--- config.mk ---
export PLATFORM = sky130hd
export DESIGN_NAME = jtag_host
export DESIGN_NICKNAME = d
export VERILOG_FILES = /design/src/rtl/jtag_host.sv
export SDC_FILE = /design/constraint.sdc
export NUM_CORES = 1
export LEC_CHECK = 0
export ABC_AREA = 1
export ABC_CLOCK_PERIOD_IN_PS = 2900
export CAP_MARGIN = 20
export CORE_MARGIN = 2
export CORE_UTILIZATION = 38
export DETAILED_ROUTE_END_ITERATION = 12
export GPL_ROUTABILITY_DRIVEN = 0
export GPL_TIMING_DRIVEN = 0
export PLACE_DENSITY_LB_ADDON = 0.08
export SLEW_MARGIN = 5
export SYNTH_ARGS = -nofsm -noshare
export SYNTH_HDL_FRONTEND = slang
export SYNTH_SLANG_ARGS = --single-unit
export TNS_END_PERCENT = 20
--- constraint.sdc ---
create_clock -name clk -period 2.9 [get_ports clk]
set_clock_uncertainty 0.1 [all_clocks]
set_input_delay 0.87 -clock clk [delete_from_list [all_inputs] [get_ports clk]]
set_output_delay 0.87 -clock clk [all_outputs]
set_load 0.05 [all_outputs]
--- src/rtl/jtag_host.sv ---
// JTAG host: walks a TAP from Run-Test/Idle through reset, IR or DR scans,
// driving TCK/TMS/TDI at a divided rate and collecting TDO bits LSB first.
module jtag_host #(
    parameter int MAX_BITS = 32,
    parameter int LEN_W    = 6,
    parameter int CLK_DIV  = 2
) (
    input  logic                clk,
    input  logic                reset,
    input  logic                cmd_valid,
    output logic                cmd_ready,
    input  logic [1:0]          cmd_op,
    input  logic [LEN_W-1:0]    cmd_len,
    input  logic [MAX_BITS-1:0] cmd_tdi,
    output logic                rsp_valid,
    output logic [MAX_BITS-1:0] rsp_tdo,
    output logic                busy,
    output logic                tck,
    output logic                tms,
    output logic                tdi,
    input  logic                tdo
);
    localparam int DIV_W = $clog2(2 * CLK_DIV);
    localparam int IDX_W = (MAX_BITS > 1) ? $clog2(MAX_BITS) : 1;
    localparam logic [LEN_W-1:0] MAX_L  = LEN_W'(MAX_BITS);
    localparam logic [LEN_W-1:0] ZERO_L = {LEN_W{1'b0}};
    localparam logic [LEN_W-1:0] ONE_L  = LEN_W'(1);
    localparam logic [DIV_W-1:0] ZERO_D = {DIV_W{1'b0}};
    localparam logic [DIV_W-1:0] ONE_D  = DIV_W'(1);
    localparam logic [DIV_W-1:0] RISE_D = DIV_W'(CLK_DIV - 1);
    localparam logic [DIV_W-1:0] LAST_D = DIV_W'(2 * CLK_DIV - 1);
    localparam logic [1:0] OP_RST = 2'd0;
    localparam logic [1:0] OP_IR  = 2'd1;
    localparam logic [1:0] OP_DR  = 2'd2;

    typedef enum logic [2:0] {IDLE, PRE, SHIFT, POST, DONE} state_t;

    state_t              state_r, state_s;
    logic [LEN_W-1:0]    cnt_r, cnt_s;
    logic [DIV_W-1:0]    div_r, div_s;
    logic [1:0]          op_r, op_s;
    logic [LEN_W-1:0]    len_r, len_s;
    logic [MAX_BITS-1:0] data_r, data_s;
    logic [MAX_BITS-1:0] rsp_r, rsp_s;
    logic                tck_r, tck_s;
    logic                tms_r, tms_s;
    logic                tdi_r, tdi_s;
    logic [3:0]          pre_pat_s;
    logic [1:0]          pre_last_s;

    // Header TMS pattern (LSB = first period). TAP reset borrows the 1,0
    // trailer, so four leading ones plus the trailer give 1,1,1,1,1,0.
    always_comb begin
        case (op_r)
            OP_RST: begin pre_pat_s = 4'b1111; pre_last_s = 2'd3; end
            OP_IR:  begin pre_pat_s = 4'b0011; pre_last_s = 2'd3; end
            default: begin pre_pat_s = 4'b0001; pre_last_s = 2'd2; end
        endcase
    end

    // Next-state, TCK phase, TMS/TDI and TDO capture logic.
    always_comb begin
        state_s = state_r;
        cnt_s   = cnt_r;
        div_s   = div_r;
        op_s    = op_r;
        len_s   = len_r;
        data_s  = data_r;
        rsp_s   = rsp_r;
        tck_s   = tck_r;
        tms_s   = tms_r;
        tdi_s   = tdi_r;
        case (state_r)
            IDLE, DONE: begin
                tck_s = 1'b0;
                if (cmd_valid) begin
                    op_s   = cmd_op;
                    len_s  = (cmd_len > MAX_L) ? MAX_L : cmd_len;
                    data_s = cmd_tdi;
                    rsp_s  = {MAX_BITS{1'b0}};
                    div_s  = ZERO_D;
                    cnt_s  = ZERO_L;
                    tdi_s  = 1'b0;
                    if ((cmd_op == OP_RST) ||
                        (((cmd_op == OP_IR) || (cmd_op == OP_DR)) && (cmd_len != ZERO_L))) begin
                        state_s = PRE;
                        tms_s   = 1'b1;
                    end else begin
                        state_s = DONE;
                        tms_s   = 1'b0;
                    end
                end else if (state_r == DONE) begin
                    state_s = IDLE;
                end else begin
                    state_s = IDLE;
                end
            end
            PRE, SHIFT, POST: begin
                div_s = div_r + ONE_D;
                if (div_r == RISE_D) begin
                    tck_s = 1'b1;
                    if (state_r == SHIFT) begin
                        rsp_s[cnt_r[IDX_W-1:0]] = tdo;
                    end else begin
                        rsp_s = rsp_r;
                    end
                end else if (div_r == LAST_D) begin
                    div_s = ZERO_D;
                    tck_s = 1'b0;
                    tdi_s = 1'b0;
                    case (state_r)
                        PRE: begin
                            if (cnt_r == LEN_W'(pre_last_s)) begin
                                cnt_s   = ZERO_L;
                                state_s = (op_r == OP_RST) ? POST : SHIFT;
                            end else begin
                                cnt_s = cnt_r + ONE_L;
                            end
                        end
                        SHIFT: begin
                            if (cnt_r == (len_r - ONE_L)) begin
                                cnt_s   = ZERO_L;
                                state_s = POST;
                            end else begin
                                cnt_s = cnt_r + ONE_L;
                            end
                        end
                        default: begin
                            if (cnt_r == ONE_L) begin
                                state_s = DONE;
                            end else begin
                                cnt_s = cnt_r + ONE_L;
                            end
                        end
                    endcase
                    case (state_s)
                        PRE:   tms_s = pre_pat_s[cnt_s[1:0]];
                        SHIFT: begin
                            tms_s = (cnt_s == (len_r - ONE_L));
                            tdi_s = data_r[cnt_s[IDX_W-1:0]];
                        end
                        POST:  tms_s = (cnt_s == ZERO_L);
                        default: tms_s = 1'b0;
                    endcase
                end else begin
                    tck_s = tck_r;
                end
            end
            default: begin
                state_s = IDLE;
                tck_s   = 1'b0;
            end
        endcase
    end

    // State and output registers with synchronous reset.
    always_ff @(posedge clk) begin
        if (reset) begin
            state_r <= IDLE;
            cnt_r   <= ZERO_L;
            div_r   <= ZERO_D;
            op_r    <= 2'd0;
            len_r   <= ZERO_L;
            data_r  <= {MAX_BITS{1'b0}};
            rsp_r   <= {MAX_BITS{1'b0}};
            tck_r   <= 1'b0;
            tms_r   <= 1'b1;
            tdi_r   <= 1'b0;
        end else begin
            state_r <= state_s;
            cnt_r   <= cnt_s;
            div_r   <= div_s;
            op_r    <= op_s;
            len_r   <= len_s;
            data_r  <= data_s;
            rsp_r   <= rsp_s;
            tck_r   <= tck_s;
            tms_r   <= tms_s;
            tdi_r   <= tdi_s;
        end
    end

    assign cmd_ready = (state_r == IDLE) || (state_r == DONE);
    assign busy      = !cmd_ready;
    assign rsp_valid = (state_r == DONE);
    assign rsp_tdo   = rsp_r;
    assign tck       = tck_r;
    assign tms       = tms_r;
    assign tdi       = tdi_r;
endmodule
==> results.md, run 1 <==
Status:
- The run finished with clean final reports.

Synth:
- For this run, the number of Yosys warnings is 0.
- The synthesized netlist devotes 2.18% of its cell area to adder and majority cells.
- The synthesized netlist devotes between 10% and 20% of its cell area to compound gates.
- The cell count after synthesis is 678.
- The cell area that synthesis handed to floorplanning was 4580 µm².
- The share of the Yosys chip area taken by registers is 37.6%.
- The basic-gate share of the synthesized area counting and, or, nand and nor cells is 30.9%.
- The mean instance size in the synthesized netlist is between 6 and 7 µm².
- The net count after synthesis is 730.
- After synthesis, the share of cell area in mux cells is 0%.
- The synthesized netlist devotes between 1 and 1.5% of its cell area to XOR and XNOR gates.
- Synthesis inferred between 80 and 90 register bits.
- The count of different cell masters after synthesis is 37.
- The number of flops mapped to enable cells by yosys is 0.
- Among all flip-flop cells after synthesis, the most frequent one is sky130_fd_sc_hd__dfxtp_1.
- The share of async-settable or async-resettable flops after synthesis is 0%.
- By area, the combinational part of the netlist is dominated by simple AND/OR/NAND/NOR gates.

Setup path:
- The worst endpoint data arrival time is about 1.8 ns.
- The largest individual stage delay along the critical path comes from the cell sky130_fd_sc_hd__clkdlybuf4s50_1.
- The worst setup path is launched from a flop.
- The number of buffers and inverters on the critical path is 2.
- The largest stage delay on the critical path is 0.80 ns.
- In this run the worst path has a maximum fanout of 6.
- The type of element capturing the critical path is an output pin.
- Among cell families on the critical path, the largest total delay comes from buffers and inverters.
- The critical path required time is 1.93 ns.
- The critical path goes through nor2_2, inv_1, clkdlybuf4s50_1.
- The startpoint-to-endpoint class of the critical path is flop to output pin.

GRT:
- Entering global routing, the biggest net connects 15 pins.
- Global routing used roughly 20% of the available tracks across all layers.
- The first-pass GRT wire length is 20800 µm.
- The total overflow left after global routing is 0.
- The number of antenna violations at the first check in global routing was 0.
- The via count of the first global-routing pass came to roughly 4300.

Die:
- After floorplanning, the core was divided into 40 placement rows.
- The floorplan step set the die height to 114 µm.
- During I/O placement, the number of pins put on the boundary was 82.
- The die is 114 µm wide.
- The region available for standard cell placement spans about 12000 µm².
- The initial cell density of the core is between 30% and 40%.
- The floorplan die area is around 13000 µm².

Cells and area:
- The net count reported at finish is around 820.
- The area added between synthesis and finish is 29.1%.
- The post-route netlist has under 10% of its cells at a drive strength greater than 1.
- The finished layout holds 922 standard cells, fillers aside.
- The total non-filler cell area in the finished layout is around 6000 µm².
- The repair_antennas step left the layout with diodes totalling 0.

Route:
- The first routing iteration left 290 violations.
- Once detail routing completed, the nets flagged for antenna violations numbered 0.
- The number of remaining DRC errors is 0.
- The final layout contains routed wiring with a total length of 13100 µm.
- The vias per cell is between 5 and 6.
- The average wire per standard cell is 14.3 µm.
- The count of vias placed by the detailed router is approximately 4700.
- For this run, the detailed router's first-pass iteration total came to 5.

Clock tree:
- The clock reaches the later pin of the worst-skew pair after ~0.35 ns.
- The maximum root-to-sink buffer count is 2.
- Counting the buffers created by CTS gives 9.
- The total number of H-tree levels is 3.
- The hold buffer count at cts is 0.
- The TritonCTS clock tree is yes.
- CTS placed an instance of sky130_fd_sc_hd__clkbuf_16 at the clock tree root.
- Counting every sink on the clock net gives between 80 and 90.
- The clock-pin slew of the registers on the worst-case setup and hold paths is 0.06 ns.

STA:
- The maximum clock rate is 363 MHz.
- The final critical path takes up a little over nine tenths of the cycle.
- In this run the tightest slew margin relative to its limit is ~55%.
- The count of endpoints failing hold in the final timing report came to 0.
- The number of max-slew violations in the final report is 0.
- Setup repair after global routing could not meet its margin everywhere.
- The pin slew with the least headroom to its limit is approximately 0.67 ns.
- Setup total negative slack on the finished layout was measured at 0 ns.
- The clock period could shrink to roughly 2.8 ns.
- Setup violations remaining at the end of the flow were counted as 0.

Placement:
- During placement, the flow inserted port buffers numbering ~80.
- The total half-perimeter wirelength after legalization and detailed placement is 9750 µm.
- Counting tap cells, the placed design contains a total of ~910 instances.
- Summing all placed instances gives a cell area of roughly 5600 µm².

Job:
- The tool flagged a number of max-cap violations equal to 0.

Power and ir drop:
- The ratio of total power to cell area is 940 nW/µm².
- The leakage power is about 0.0023 µW.
- VDD sags by at most around 0.28 mV.

Min path:
- The classification of the worst-slack hold path is flop to flop.
-- state kept, by name, indices dropped and copies added (netlist names), 2 cells and up --
name / count
op_r: 2
cnt_r: 6
div_r: 2
state_r: 3
data_r: 32
len_r: 6
rsp_tdo: 32
-- logic make-up after synthesis --
family	after synthesis
simple gates	324
buf+inv	104
compound gates	151
flops	86
xor+xnor	5
fa+ha+maj	8
-- placed cells by master, fill, tap and decap left out, types with 4 or more instances in the layout --
cell,n
sky130_fd_sc_hd__nand2_1,127
sky130_fd_sc_hd__nor2_1,105
sky130_fd_sc_hd__dfxtp_1,85
sky130_fd_sc_hd__clkdlybuf4s50_1,80
sky130_fd_sc_hd__nand3_1,61
sky130_fd_sc_hd__o21ai_0,61
sky130_fd_sc_hd__inv_1,57
sky130_fd_sc_hd__a21oi_1,54
sky130_fd_sc_hd__clkbuf_1,24
sky130_fd_sc_hd__a311oi_1,14
sky130_fd_sc_hd__inv_2,9
sky130_fd_sc_hd__a31oi_1,9
sky130_fd_sc_hd__clkbuf_16,9
sky130_fd_sc_hd__ha_1,8
sky130_fd_sc_hd__nand2_2,7
sky130_fd_sc_hd__nor3_1,6
sky130_fd_sc_hd__nand2_4,5
sky130_fd_sc_hd__nor2_4,5
sky130_fd_sc_hd__buf_4,4
-- power breakdown --
part           leakage (µW)  switching [µW]  internal (µW)
Sequential         0.000708             187           1520
Combinational       0.00147            1750            852
Clock              0.000154             485            775
Total               0.00233            2420           3140
-- per-stage QoR --
stage               utilization [%]  total power [µW]  setup WS, ns  hold slack [ns]
CTS                            49.6              5590       0.00406            0.347
global route                   49.7              5910       -0.0713            0.364
detailed placement             46.9              4330        -0.238            0.337
floorplan                         -              3550         0.132            0.330
finish                         49.7              5570         0.149            0.344
global placement               46.9              4300        -0.214            0.334
-- metal layers --
metal | up-vias | share of wire (%) | global-route usage (%)
met3 | 22 | 3.6 | 2.82
met1 | 2139 | 45 | 25.2
met5 | - | 0 | 0
met4 | 0 | 2.4 | 8.54
li1 | 2413 | - | -
met2 | 113 | 49 | 35.6
-- path summary, 6_finish.rpt --
check	from	to	slack [ns]	depth (start not counted)
worst max-delay path	state_r[0]$_SDFFE_PP0P_	busy	0.15	3
worst min-delay path	rsp_tdo[3]$_SDFFE_PP0P_	rsp_tdo[3]$_SDFFE_PP0P_	0.34	2
worst max register to register	cnt_r[1]$_SDFFE_PP0P_	tdi$_SDFFE_PP0P_	0.16	17
worst min register to register	rsp_tdo[3]$_SDFFE_PP0P_	rsp_tdo[3]$_SDFFE_PP0P_	0.34	2
-- cell type report --
| class | count | area [µm²] |
|---|---|---|
| sequential | 86 | 1720 |
| clock inverter | 6 | 85.1 |
| tap | 147 | 184 |
| fill | 1261 | 5990 |
| timing repair buffer | 81 | 813 |
| inverter | 70 | 273 |
| clock buffer | 10 | 239 |
| multi-input combinational | 488 | 2430 |
| buffer | 34 | 168 |
-- cell usage after synthesis (2+ instances only) --
cell type	number	area [µm²]
sky130_fd_sc_hd__a211oi_1	3	22.5
sky130_fd_sc_hd__a21oi_1	55	275
sky130_fd_sc_hd__a311oi_1	14	123
sky130_fd_sc_hd__a31oi_1	9	56.3
sky130_fd_sc_hd__buf_2	2	10.0
sky130_fd_sc_hd__buf_4	4	30.0
sky130_fd_sc_hd__buf_6	3	33.8
sky130_fd_sc_hd__clkbuf_1	24	90.1
sky130_fd_sc_hd__dfxtp_1	86	1720
sky130_fd_sc_hd__ha_1	8	100
sky130_fd_sc_hd__inv_1	57	214
sky130_fd_sc_hd__inv_2	10	37.5
sky130_fd_sc_hd__nand2_1	127	477
sky130_fd_sc_hd__nand2_2	7	43.8
sky130_fd_sc_hd__nand2_4	5	56.3
sky130_fd_sc_hd__nand3_1	61	305
sky130_fd_sc_hd__nand3_2	2	20.0
sky130_fd_sc_hd__nor2_1	107	402
sky130_fd_sc_hd__nor2_4	5	56.3
sky130_fd_sc_hd__nor3_1	6	30.0
sky130_fd_sc_hd__o211ai_1	2	15.0
sky130_fd_sc_hd__o21ai_0	61	305
sky130_fd_sc_hd__o21ai_1	2	10.0
sky130_fd_sc_hd__o31ai_1	3	22.5
sky130_fd_sc_hd__xnor2_1	2	17.5
sky130_fd_sc_hd__xor2_1	2	17.5
-- tightest hold or removal path: stages, from the launching register on --
cell and delay, ns:
sky130_fd_sc_hd__dfxtp_1 0.31, sky130_fd_sc_hd__inv_1 0.05, sky130_fd_sc_hd__a21oi_1 0.05
-- what timing repair did --
action                     CTS  global route
resized for setup            0             4
buffers inserted             0             0
setup endpoints to repair    0             6
hold endpoints to repair     0             0
Note: power is estimated with default switching activity, not from simulation.
==> run 2: changes to the inputs <==
ABC_AREA = default   (was 1)
SLEW_MARGIN = default   (was 5)
==> run 2 against run 1 <==
Effect of this change:
- the flow now finishes with violations (negative setup slack)
- sequential power fell by 26%
- worst setup slack got worse by 0.21 ns
- via count fell by 1.7%
- non-clock buffer count rose by 25
- flip-flop and latch count did not move
- register-to-register slack got worse by 0.22 ns
- die area fell by 0.97%
- clock-buffer cell count rose by 1
- synthesized cell count fell by 12%
- routed wire length rose by 3.2%
- combinational power fell by 83%
- largest cell class unchanged
==> results.md, run 2 <==
Status:
- The run finished, with violations left.
- The checks that failed: negative setup slack.

Power and ir drop:
- The ratio of total power to cell area is between 400 and 500 nW/µm².
- In this run switching power makes up between 20% and 30% of total power.
- Of the total power, registers draw 44.6%.
- The analysis attributes to cell leakage a power of approximately 0.0022 µW.
- The total net switching power is 731 µW.
- Across the VDD grid, the largest voltage drop is 0.245 mV.
- The combinational cell fraction of total power is roughly 16%.
- The clock network power share is about two fifths.
- Total power for the finished layout comes to about 2800 µW.
- The internal power component is 2090 µW.

Die:
- The horizontal die dimension is 113 µm.
- The die covers between 10000 and 15000 µm².
- After floorplanning, the core was divided into 39 placement rows.
- For this configuration, the core starts out at a cell density of between 30% and 40%.
- During I/O placement, the number of pins put on the boundary was 82.
- The floorplan step set the die height to between 100 and 150 µm.
- The total area inside the core boundary comes to around 12000 µm².

Clock tree:
- The worst-skew pair later-pin latency is ~0.33 ns.
- In this run, post-CTS hold repair placed 0 buffers.
- The TritonCTS sink count is 86.
- The cell sitting at the root of the clock tree is a sky130_fd_sc_hd__clkbuf_16.
- The longest clock path from root to sink contains 2 buffers.
- Counting the buffers created by CTS gives 9.
- The H-tree was split into 3 levels.
- The TritonCTS clock tree is yes.
- After clock tree synthesis, the clock-pin slew on the worst setup and hold paths is 0.06 ns.

Synth:
- A synthesized cell averages around 7.6 µm².
- After synthesis, the most frequently instantiated cells are sky130_fd_sc_hd__nand2_1 (115), sky130_fd_sc_hd__a21oi_1 (102), sky130_fd_sc_hd__dfxtp_1 (86).
- Of the total synthesized cell area, the portion taken by full adders, half adders and majority gates is around 2.2%.
- The most numerous cell in the Yosys netlist is sky130_fd_sc_hd__nand2_1.
- During synthesis, Yosys emitted a total of 0 warnings.
- The share of async-settable or async-resettable flops after synthesis is 0%.
- The synthesized netlist contains 57 unique library cells.
- The synthesized area is between 4000 and 5000 µm².
- The multiplexer fraction of the synthesized cell area is between 5 and 6%.
- The total of flip-flops plus latches after synthesis is between 80 and 90.
- The number of flops mapped to enable cells by yosys is 0.
- For this run, the register share of the synthesized area comes to 37.9%.
- Summing the areas of all and, or, nand and nor instances in the mapped netlist gives between 20% and 30% of the synthesized area.
- The most used flip-flop cell after synthesis is sky130_fd_sc_hd__dfxtp_1.
- The cell accounting for the most synthesized area is sky130_fd_sc_hd__dfxtp_1.
- The compound-gate portion of the synthesized area is 21.5%.
- The cell count after synthesis is between 500 and 600.
- Ranked by total cell area, the synthesized netlist is headed by sky130_fd_sc_hd__dfxtp_1 (38%), sky130_fd_sc_hd__a21oi_1 (11%), sky130_fd_sc_hd__nand2_1 (9.5%).
- The synthesized netlist devotes approximately 5.2% of its cell area to XOR and XNOR gates.
- The net count after synthesis is roughly 650.
- In this run the biggest area consumer among cell types represents between 30% and 40% of the synthesized area.
- The dominant combinational cell family by area after synthesis is simple AND/OR/NAND/NOR gates.

Setup path:
- The number of buffers and inverters on the critical path is 3.
- The largest stage delay on the critical path is approximately 0.54 ns.
- The cell repeated most along the worst path is sky130_fd_sc_hd__buf_6.
- The kind of launch point of the worst setup path is a flop.
- The startpoint-to-endpoint class of the critical path is flop to flop.
- For this design, the slowest cell found on the critical path is sky130_fd_sc_hd__or4_4.
- At the worst endpoint, the arrival time is about 3.1 ns.
- Data on the critical path is required at its endpoint by 3.06 ns.
- The maximum fanout along the worst path is 10.
- Traced cell by cell, the critical path runs through inv_4, ha_4, xor2_1, nand2_1, or4_4, buf_6, o211a_4, buf_6, xnor2_1, nor4b_2, nand4b_1, a22oi_1.
- The count of cell instances traversed by the critical path is 12.
- The worst reg-to-reg path cell count is 12.
- The critical path's top delay family is simple AND/OR/NAND/NOR gates.
- The type of element capturing the critical path is a flop.

Min path:
- The worst hold path passes through 2 cells.
- The path class of the tightest hold or removal check is flop to flop.

Placement:
- Summed over all nets, the half-perimeter wirelength after detailed placement is around 9800 µm.
- In this run the tool buffered the top-level ports with 80 buffer cells.

Route:
- In this run the remaining antenna-violating nets after routing total 0.
- The vias per cell is around 5.5.
- The number of remaining DRC errors is 0.
- For this run, the detailed router's first-pass iteration total came to 5.
- The routed wire length is between 10000 and 15000 µm.
- The average wire per standard cell is approximately 16 µm.
- After the first detailed-routing iteration, the DRC count stood at 375.
- The count of vias placed by the detailed router is 4608.

Cells and area:
- The library cells used most frequently in the layout, excluding fill and tap cells, are sky130_fd_sc_hd__nand2_1 (115), sky130_fd_sc_hd__a21oi_1 (102), sky130_fd_sc_hd__dfxtp_1 (84).
- Leaving out fill and tap cells, the most frequent cell in the layout is sky130_fd_sc_hd__nand2_1.
- The total inserted antenna cells is 0.
- Of the cells placed in the final design, the portion with a size suffix greater than 1 is a little under a tenth.
- In the final layout, flip-flops and latches occupy roughly 1700 µm².
- The filler cell count is about 1100.
- Relative to the synthesized area, the layout overhead comes to 33.7%.
- At the end of the flow, the number of nets in the layout was ~750.
- The total area of multi-input combinational cells is around 2700 µm².

STA:
- Once routing completed, OpenROAD measured the worst setup slack at -0.0602 ns.
- The number of max-slew violations in the final report is 0.
- The post-route fraction of the period consumed by the critical path is 102%.
- Setup violations remaining at the end of the flow were counted as 2.
- The final critical path time including I/O delays and setup is 2.96 ns.
- For this run, the top clock speed supported by timing is around 340 MHz.
- Setup total negative slack on the finished layout was measured at -0.108 ns.
- The count of endpoints failing hold in the final timing report is 0.
- Setup repair after global routing could not meet its margin everywhere.
- The pin slew with the least headroom to its limit is roughly 0.9 ns.
- The final-layout worst hold slack is ~0.35 ns.
- Measured against its own limit, the worst slew margin works out to between 40% and 50%.

GRT:
- The number of antenna violations at the first check in global routing is 0.
- The largest net degree at the start of global routing is 13.
- The total global routing track utilization is 20.9%.
- The first global-routing pass estimated 21400 µm of wire.
- The via count of the first global-routing pass is 4236.
- Summed over all layers, the global routing overflow is 0.

Job:
- The tool flagged a number of max-cap violations equal to 0.
[run 2: cell types whose count changed after synthesis, sizes merged, moves of 6 or more]
cell	change
nand3	-52
a311oi	-13
o21ai	-33
and3	+8
nand2	-24
a21oi	+47
nor2	-71
clkbuf	+15
inv	-56
nor3b	+6
xnor2	+17
mux2i	+23
[run 2: per-layer routing]
layer | track usage, % | wire (µm)
met1 | 29.1 | 6320
met2 | 32.5 | 6210
met3 | 4.12 | 791
met4 | 6.75 | 255
met5 | 0 | 0
[run 2: power groups by stage]
stage                     combinational [µW]  sequential (µW)  clock (µW)
after global routing                     488             1260        1190
final                                    446             1260        1120
after floorplan                          258             1300           0
after CTS                                441             1260        1140
after global placement                   422             1280           0
after detailed placement                 427             1280           0
[run 2: area by class of cell]
class / count / share of cell area [%]
Sequential cell: 86 / 28.5
Clock buffer: 11 / 4.00
Multi-Input combinational cell: 450 / 44.6
Clock inverter: 2 / 0.577
Tap cell: 143 / 2.95
Inverter: 12 / 0.784
Buffer: 47 / 3.38
Timing Repair Buffer: 93 / 15.2
[run 2: worst min-delay path: stages (launching register included)]
cell	delay (ns)
sky130_fd_sc_hd__dfxtp_1	0.30
sky130_fd_sc_hd__nand2_1	0.05
sky130_fd_sc_hd__a21oi_1	0.05
[run 2: per-stage QoR]
| stage | cells | utilization, % | area, µm² | worst slack [ns] |
|---|---|---|---|---|
| final | 844 | 52.7 | 6070 | -0.0602 |
| after global routing | 844 | 52.7 | 6070 | -0.191 |
| after CTS | 842 | 52.0 | 5990 | -0.0623 |
| after detailed placement | 818 | 47.9 | 5520 | -0.413 |
| after global placement | 818 | 47.9 | 5520 | -0.388 |
| after floorplan | 595 | - | 4540 | 0.00910 |
[run 2: path summary, 6_finish.rpt]
path / from / endpoint / slack [ns]
max: len_r[0]$_SDFFE_PP0P_ / tms$_SDFFE_PP1P_ / -0.06
min: data_r[27]$_SDFFE_PP0P_ / data_r[27]$_SDFFE_PP0P_ / 0.35
min reg2reg: data_r[27]$_SDFFE_PP0P_ / data_r[27]$_SDFFE_PP0P_ / 0.35
max reg2reg: len_r[0]$_SDFFE_PP0P_ / tms$_SDFFE_PP1P_ / -0.06
[run 2: logic make-up (layout without fill, tap and decap cells)]
group | after synthesis | in the layout
DFF | 86 | 86
and+or+nand+nor | 222 | 222
muxes | 25 | 25
AOI/OAI and AO/OA | 170 | 170
xor gates and xnor gates | 25 | 25
buffers and inverters | 59 | 165
adders and majority gates | 8 | 8
[run 2: repair_timing]
item                                    4_1_cts  5_1_grt
buffers inserted                             11        2
pin swaps                                    11        5
endpoints found under the setup margin       12       20
gates resized for setup                      21       16
==> run 3: changes to the inputs <==
CORE_UTILIZATION = 42   (was 38)
==> run 3 against run 2 <==
Effect of this change:
- routed wire length is 0.46% higher
- the run still ends with negative setup slack left
- non-clock buffer count increased by 3
- first-iteration DRC count shrank 0.27%
- critical endpoint is now tdi$_SDFFE_PP0P_
- clock power down 23%
==> results.md, run 3 (synthesis results as in run 2) <==
Cells and area:
- The fraction of the core area covered by cells at the end of the flow is a little under 60%.
- The library cell used most frequently in the layout, excluding fill and tap cells, is sky130_fd_sc_hd__nand2_1.
- The net count reported at finish is ~750.
- The total inserted antenna cells is 0.
- The number of standard cells in the layout, taps in and fillers out is about 840.
- The share of cells above drive strength 1 is about a tenth.
- The area added between synthesis and finish is 32.3%.
- After filler insertion, the fill cell instance count of the layout stands at ~1000.
- Leaving out fill and tap cells, the most frequent cells in the layout are sky130_fd_sc_hd__nand2_1 (115), sky130_fd_sc_hd__a21oi_1 (102), sky130_fd_sc_hd__dfxtp_1 (84).

Setup path:
- The worst setup path is launched from a flop.
- The maximum fanout along the worst path is 5.
- The critical path's slowest cell is sky130_fd_sc_hd__or4_4.
- For the worst setup path, the data required time is slightly above 3 ns.
- The critical path is of the flop to flop type.
- For this run, the slowest stage of the critical path takes 0.61 ns.
- The critical path's top delay family is simple AND/OR/NAND/NOR gates.
- The number of buffers and inverters on the critical path is 2.
- The type of element capturing the critical path is a flop.
- Data arrives at the worst endpoint at a little over 3 ns.
- The critical path goes through inv_2, ha_4, xor2_1, nand2_1, or4_4, o211ai_4, buf_6, mux2i_1, nand2_1, a211oi_2, o21a_1, o31ai_2.
- The cell repeated most along the worst path is sky130_fd_sc_hd__nand2_1.

Status:
- The final reports fail on negative setup slack.
- The run finished, with violations left.

Power and ir drop:
- The power consumption is ~2600 µW.
- The leakage power is 0.00222 µW.
- The worst-case IR drop observed on VDD is roughly 0.27 mV.
- The ratio of total power to cell area is 429 nW/µm².

Route:
- For this block, the routed nets add up to about 14000 µm of wire.
- After the first detailed-routing iteration, the DRC count stood at around 370.
- For this block, the via count after detailed routing is between 4000 and 5000.
- For this run, design rule violations remaining after detail routing come to 0.
- The average wire per standard cell is approximately 16 µm.
- The vias per cell is roughly 5.5.
- The first TritonRoute pass finished after 5 iterations.
- The detail route stage leaves a number of antenna-violating nets equal to 0.

GRT:
- Global routing consumed, on the met2 layer, between 30% and 40% of the routing resources.
- For met3 alone, demand over resource in global routing was 3.44%.
- Global routing finished with a remaining overflow of 0.
- The global routing's busiest layer is met2.
- The largest net degree at the start of global routing is 16.
- The via count of the first global-routing pass came to around 4300.
- The number of antenna violations at the first check in global routing is 0.
- In the global route stage, overall resource usage came out at around a quarter.
- The first-pass GRT wire length is around 21000 µm.
- Global routing consumed, on the met1 layer, about a third of the routing resources.

Die:
- The die is ~110 µm wide.
- The floorplan die area is between 10000 and 15000 µm².
- The core box area is 10400 µm².
- The floorplan has 37 rows.
- The die outline height is around 110 µm.
- The total I/O pin count is 82.
- The initial cell density of the core is 43.6%.

Clock tree:
- No sink is reached through more buffers than the 2 on the longest clock path.
- Clock-pin slew was measured on the worst setup and hold paths at approximately 0.09 ns.
- The clock reaches the later pin of the worst-skew pair after approximately 0.37 ns.
- The number of buffers created by CTS is 9.
- The TritonCTS sink count is 86.
- The TritonCTS clock tree is yes.
- The root buffer cell chosen for the clock tree is sky130_fd_sc_hd__clkbuf_8.
- In this run the number of H-tree levels came out at 3.

STA:
- The minimum setup slack in the final design is -0.0145 ns.
- The count of final setup violators is 1.
- Of the available clock period, the critical path in the final layout requires 101%.
- The number of max-slew violations in the final report is 0.
- The count of endpoints failing hold in the final timing report is 0.
- Headroom to the max-slew limit came out at between 30% and 40%.
- Setup repair after global routing could not meet its margin everywhere.
- The final critical path time including I/O delays and setup is between 2 and 3 ns.
- Timing would allow up to approximately 340 MHz.
- For the pin with the worst max-slew slack, the measured transition is 0.926 ns.

Job:
- Across the run, the number of max-cap violations was 0.

Placement:
- The worst setup slack after placement is -0.394 ns.
- The total instance count after detailed placement is approximately 810.
- In this run the tool buffered the top-level ports with 80 buffer cells.
- Summed over all nets, the half-perimeter wirelength after detailed placement is between 9000 and 10000 µm.

Min path:
- The classification of the worst-slack hold path is flop to flop.
run 3: worst register-to-register path, delay by kind of cell, from the launching register on:
family | cells | cell delay, ns
multiplexers | 1 | 0.18
XOR/XNOR | 1 | 0.13
AO/OA/AOI/OAI | 4 | 0.77
flip-flops | 1 | 0.36
AND/OR/NAND/NOR | 3 | 0.79
adder cells (fa/ha/maj) | 1 | 0.26
buffers and inverters | 2 | 0.21
run 3: area by class of cell:
cell class / count / area, µm² / share of cell area, %
Clock buffer: 10 / 128 / 2.13
Timing Repair Buffer: 97 / 951 / 15.8
Inverter: 12 / 45.0 / 0.750
Sequential cell: 86 / 1730 / 28.8
Clock inverter: 6 / 68.8 / 1.15
Buffer: 46 / 191 / 3.19
Tap cell: 136 / 170 / 2.84
Multi-Input combinational cell: 450 / 2720 / 45.3
run 3: worst paths after layout:
path                                from                     end  slack (ns)  cells past startpoint
hold reg to reg   data_r[6]$_SDFFE_PP0P_  data_r[6]$_SDFFE_PP0P_        0.36                      2
setup reg to reg   len_r[1]$_SDFFE_PP0P_        tdi$_SDFFE_PP0P_       -0.01                     12
hold / removal    data_r[6]$_SDFFE_PP0P_  data_r[6]$_SDFFE_PP0P_        0.36                      2
setup / recovery   len_r[1]$_SDFFE_PP0P_        tdi$_SDFFE_PP0P_       -0.01                     12
run 3: what timing repair did:
| action | 4_1_cts | 5_1_grt |
|---|---|---|
| resized for setup | 13 | 27 |
| setup buffers | 4 | 13 |
| pin swaps | 6 | 14 |
| hold buffers | 0 | 0 |
| hold endpoints to repair | 0 | 0 |
| endpoints found under the setup margin | 5 | 35 |
run 3: routing by layer:
metal | vias to the layer above | routed length (µm)
met4 | 0 | 298
met2 | 179 | 6190
met3 | 35 | 740
li1 | 2267 | -
met5 | - | 0
met1 | 2121 | 6410
run 3: stage by stage:
stage / cell area [µm²] / setup TNS [ns] / hold WS (ns)
3_5_place_dp: 5510 / -11.29 / 0.347
3_3_place_gp: 5510 / -10.44 / 0.344
5_1_grt: 6000 / -0.250 / 0.379
2_1_floorplan: 4540 / 0 / 0.332
6_report: 6000 / -0.0145 / 0.360
4_1_cts: 5780 / -0.236 / 0.359
run 3: power breakdown:
part / internal [µW] / leakage (µW) / switching (µW) / total, µW
clock network: 405 / 0.0000973 / 461 / 866
logic: 185 / 0.00142 / 267 / 453
registers: 1230 / 0.000701 / 28.4 / 1260
total: 1820 / 0.00222 / 757 / 2570
==> edit, RTL diff (settings of run 1) <==
Reset style: asynchronous (`reset`), changed in one clocked block. Comments in the files are not updated.
--- a/src/rtl/jtag_host.sv
+++ b/src/rtl/jtag_host.sv
@@ -154,7 +154,7 @@
     end
 
     // State and output registers with synchronous reset.
-    always_ff @(posedge clk) begin
+    always_ff @(posedge clk or posedge reset) begin
         if (reset) begin
             state_r <= IDLE;
             cnt_r   <= ZERO_L;
Check against the original RTL: differs if reset is asserted again (counterexample within 4 cycles, from zero or initial values and one cycle with reset high); with reset held inactive, the same outputs for 10 cycles.
==> edit against run 1 <==
- power down 0.50%
- final area grew 6.2%
- combinational power increased by 5%
- sequential power up 2%
- worst setup slack worse by 110 ps
- critical path type unchanged
- wire length grew 2.3%
- global-route usage is 0.27 points lower
- critical path depth down 1
- count of clock-buffer cells in the layout up 2
- via count is 1.8% lower
- area after synthesis rose by 7.5%
- sequential cell count unchanged
==> edit: results (changes against run 1) <==
SHARE_OF_LAYOUT_CELLS_ABOVE_DRIVE_STRENGTH_1=0.0957  # was 0.0813
LAYOUT.NETS=801  # was 822
IR_WORST_VDD_mV=0.383  # was 0.282 mV
GRT_FIRST_PASS_WIRELENGTH_MM=22.4  # was 20.8 mm
DOMINANT_CELLS_BY_AREA_AFTER_SYNTHESIS='sky130_fd_sc_hd__dfrtp_1, sky130_fd_sc_hd__nand2_1, sky130_fd_sc_hd__o31ai_1'  # was sky130_fd_sc_hd__dfxtp_1, sky130_fd_sc_hd__nand2_1, sky130_fd_sc_hd__nor2_1
PATH_CLK_SLEW_PS=60  # about the same
WORSTPATHMAXFANOUT=4  # was 6
YS_TYPES=41  # was 37
STATIC-LEAKAGE-POWER_nW=2.94  # was 2.33 nW
DRT_ITER0_MARKERS=345  # was 290
GRT_PASS1_VIAS=4490  # was 4,286
DELAY_OF_THE_SLOWEST_CRITICAL_PATH_STAGE_PS=870  # was 800 ps
GR-TOTAL-OVERFLOW=0  # unchanged
CTS.PATH.MAX_BUFFERS=2  # unchanged
ANT_NETS=0  # unchanged
SYNTH_FF_TYPE='sky130_fd_sc_hd__dfrtp_1'  # was sky130_fd_sc_hd__dfxtp_1
MAXIMUM_FREQUENCY_FROM_STATIC_TIMING_ANALYSIS_MHz=349  # was 363 MHz
ROUTE.DETAILED.WL_PER_INST_MICRONS=14.6  # was 14.3 microns
DETAILED_PLACE.AREA_SQ_UM=6000  # was 5580 sq um
ASYNC_RESET_FF_FRAC=1.00  # was 0
LARGEST_NET_DEGREE_AT_THE_START_OF_GLOBAL_ROUTING=35  # was 15
RUN_STATUS='complete, no violations'  # unchanged
ROUTED_VIA_DENSITY=4.98  # was 5.08
TIMING.CRITICAL_PATH.MAX_DELAY_FAMILY='buffers and inverters'  # unchanged
YOSYS-TOP-CELLS-COUNT='sky130_fd_sc_hd__nand2_1, sky130_fd_sc_hd__dfrtp_1, sky130_fd_sc_hd__inv_1'  # was sky130_fd_sc_hd__nand2_1, sky130_fd_sc_hd__nor2_1, sky130_fd_sc_hd__dfxtp_1
CTS-BUFFERS-INSERTED=9  # unchanged
WORSTPATHARRIVAL_PS=1890  # was 1780 ps
SYNTH_NETS=706  # was 730
SYNTH_SEQ_AREA_SHARE=0.437  # was 0.376
PORT_BUFFERS=81  # unchanged
DP_WORST_SETUP_SLACK_PS=-710  # was -238 ps
PLACE_HPWL_MM=9.99  # was 9.75 mm
WORST_PIN_SLEW_PS=675  # was 668 ps
GLOBAL_ROUTE.USAGE.TOTAL=0.201  # was 0.204
==> edit: cell types whose count changed in the layout (fill, tap and decap cells not counted), moves of 5 or more <==
cell and change:
sky130_fd_sc_hd__inv_1 -5, sky130_fd_sc_hd__dfxtp_1 -85, sky130_fd_sc_hd__o21ai_0 -18, sky130_fd_sc_hd__nor2_1 -64
sky130_fd_sc_hd__nand3_1 -21, sky130_fd_sc_hd__o31ai_1 +29, sky130_fd_sc_hd__a311oi_1 -14, sky130_fd_sc_hd__clkbuf_1 -6
sky130_fd_sc_hd__o22ai_1 +8, sky130_fd_sc_hd__nand2_1 +114, sky130_fd_sc_hd__a31oi_1 -8, sky130_fd_sc_hd__a21oi_1 -41
sky130_fd_sc_hd__dfrtp_1 +84
==> edit: power by group <==
| group | switching [W] | total [W] | internal (W) | leakage, nW |
|---|---|---|---|---|
| clock network | 0.000467 | 0.00106 | 0.000592 | 0.128 |
| registers | 0.000211 | 0.00174 | 0.00153 | 1.13 |
| logic | 0.00179 | 0.00274 | 0.000954 | 1.69 |
==> edit: kinds of logic after synthesis <==
kind of cell | after synthesis | synth area share
XOR/XNOR | 5 | 0.0142
AND/OR/NAND/NOR | 355 | 0.312
AO/OA/AOI/OAI | 108 | 0.136
multiplexers | 1 | 0.00203
buffers and inverters | 91 | 0.0792
flip-flops | 86 | 0.437
adder cells (fa/ha/maj) | 8 | 0.0203
==> edit: timing repair <==
| action | 4_1_cts | 5_1_grt |
|---|---|---|
| setup endpoints to repair | 31 | 29 |
| resized for setup | 5 | 6 |
| setup buffers | 0 | 1 |
==> edit: worst paths after layout <==
| check | start | end |
|---|---|---|
| max in group asynchronous | reset | tms |
| max reg2reg | cnt_r[1] | tdi |
| min reg2reg | tms | tms |
| min | tms | tms |
| max | state_r[1] | cmd_ready |
| min in group asynchronous | reset | len_r[1] |
==> edit: tightest hold or removal path, cell delays in order (launching register included) <==
cell	delay, ps
sky130_fd_sc_hd__dfstp_2	370
sky130_fd_sc_hd__nand2_1	60
sky130_fd_sc_hd__nand2_1	50
==> edit: layer usage <==
layer,track usage,share of wire,vias up
met3,0.0359,0.038,22
met1,0.246,0.44,2172
li1,-,-,2302
met4,0.0836,0.023,0
met2,0.348,0.50,108
met5,0,0,-
==> edit: through the flow <==
stage | power (W) | std cells
after floorplan | 0.00375 | 654
after global placement | 0.00442 | 907
after detailed placement | 0.00447 | 909
after CTS | 0.00554 | 923
after global routing | 0.00600 | 924
final | 0.00554 | 924
==> edit: cell type report <==
class | instances | area (sq um)
multi-input combinational | 477 | 2400
fill | 1285 | 6340
timing repair buffer | 84 | 857
clock buffer | 12 | 246
sequential | 86 | 2150
buffer | 25 | 144
clock inverter | 2 | 10.0
tap | 172 | 215
inverter | 66 | 256
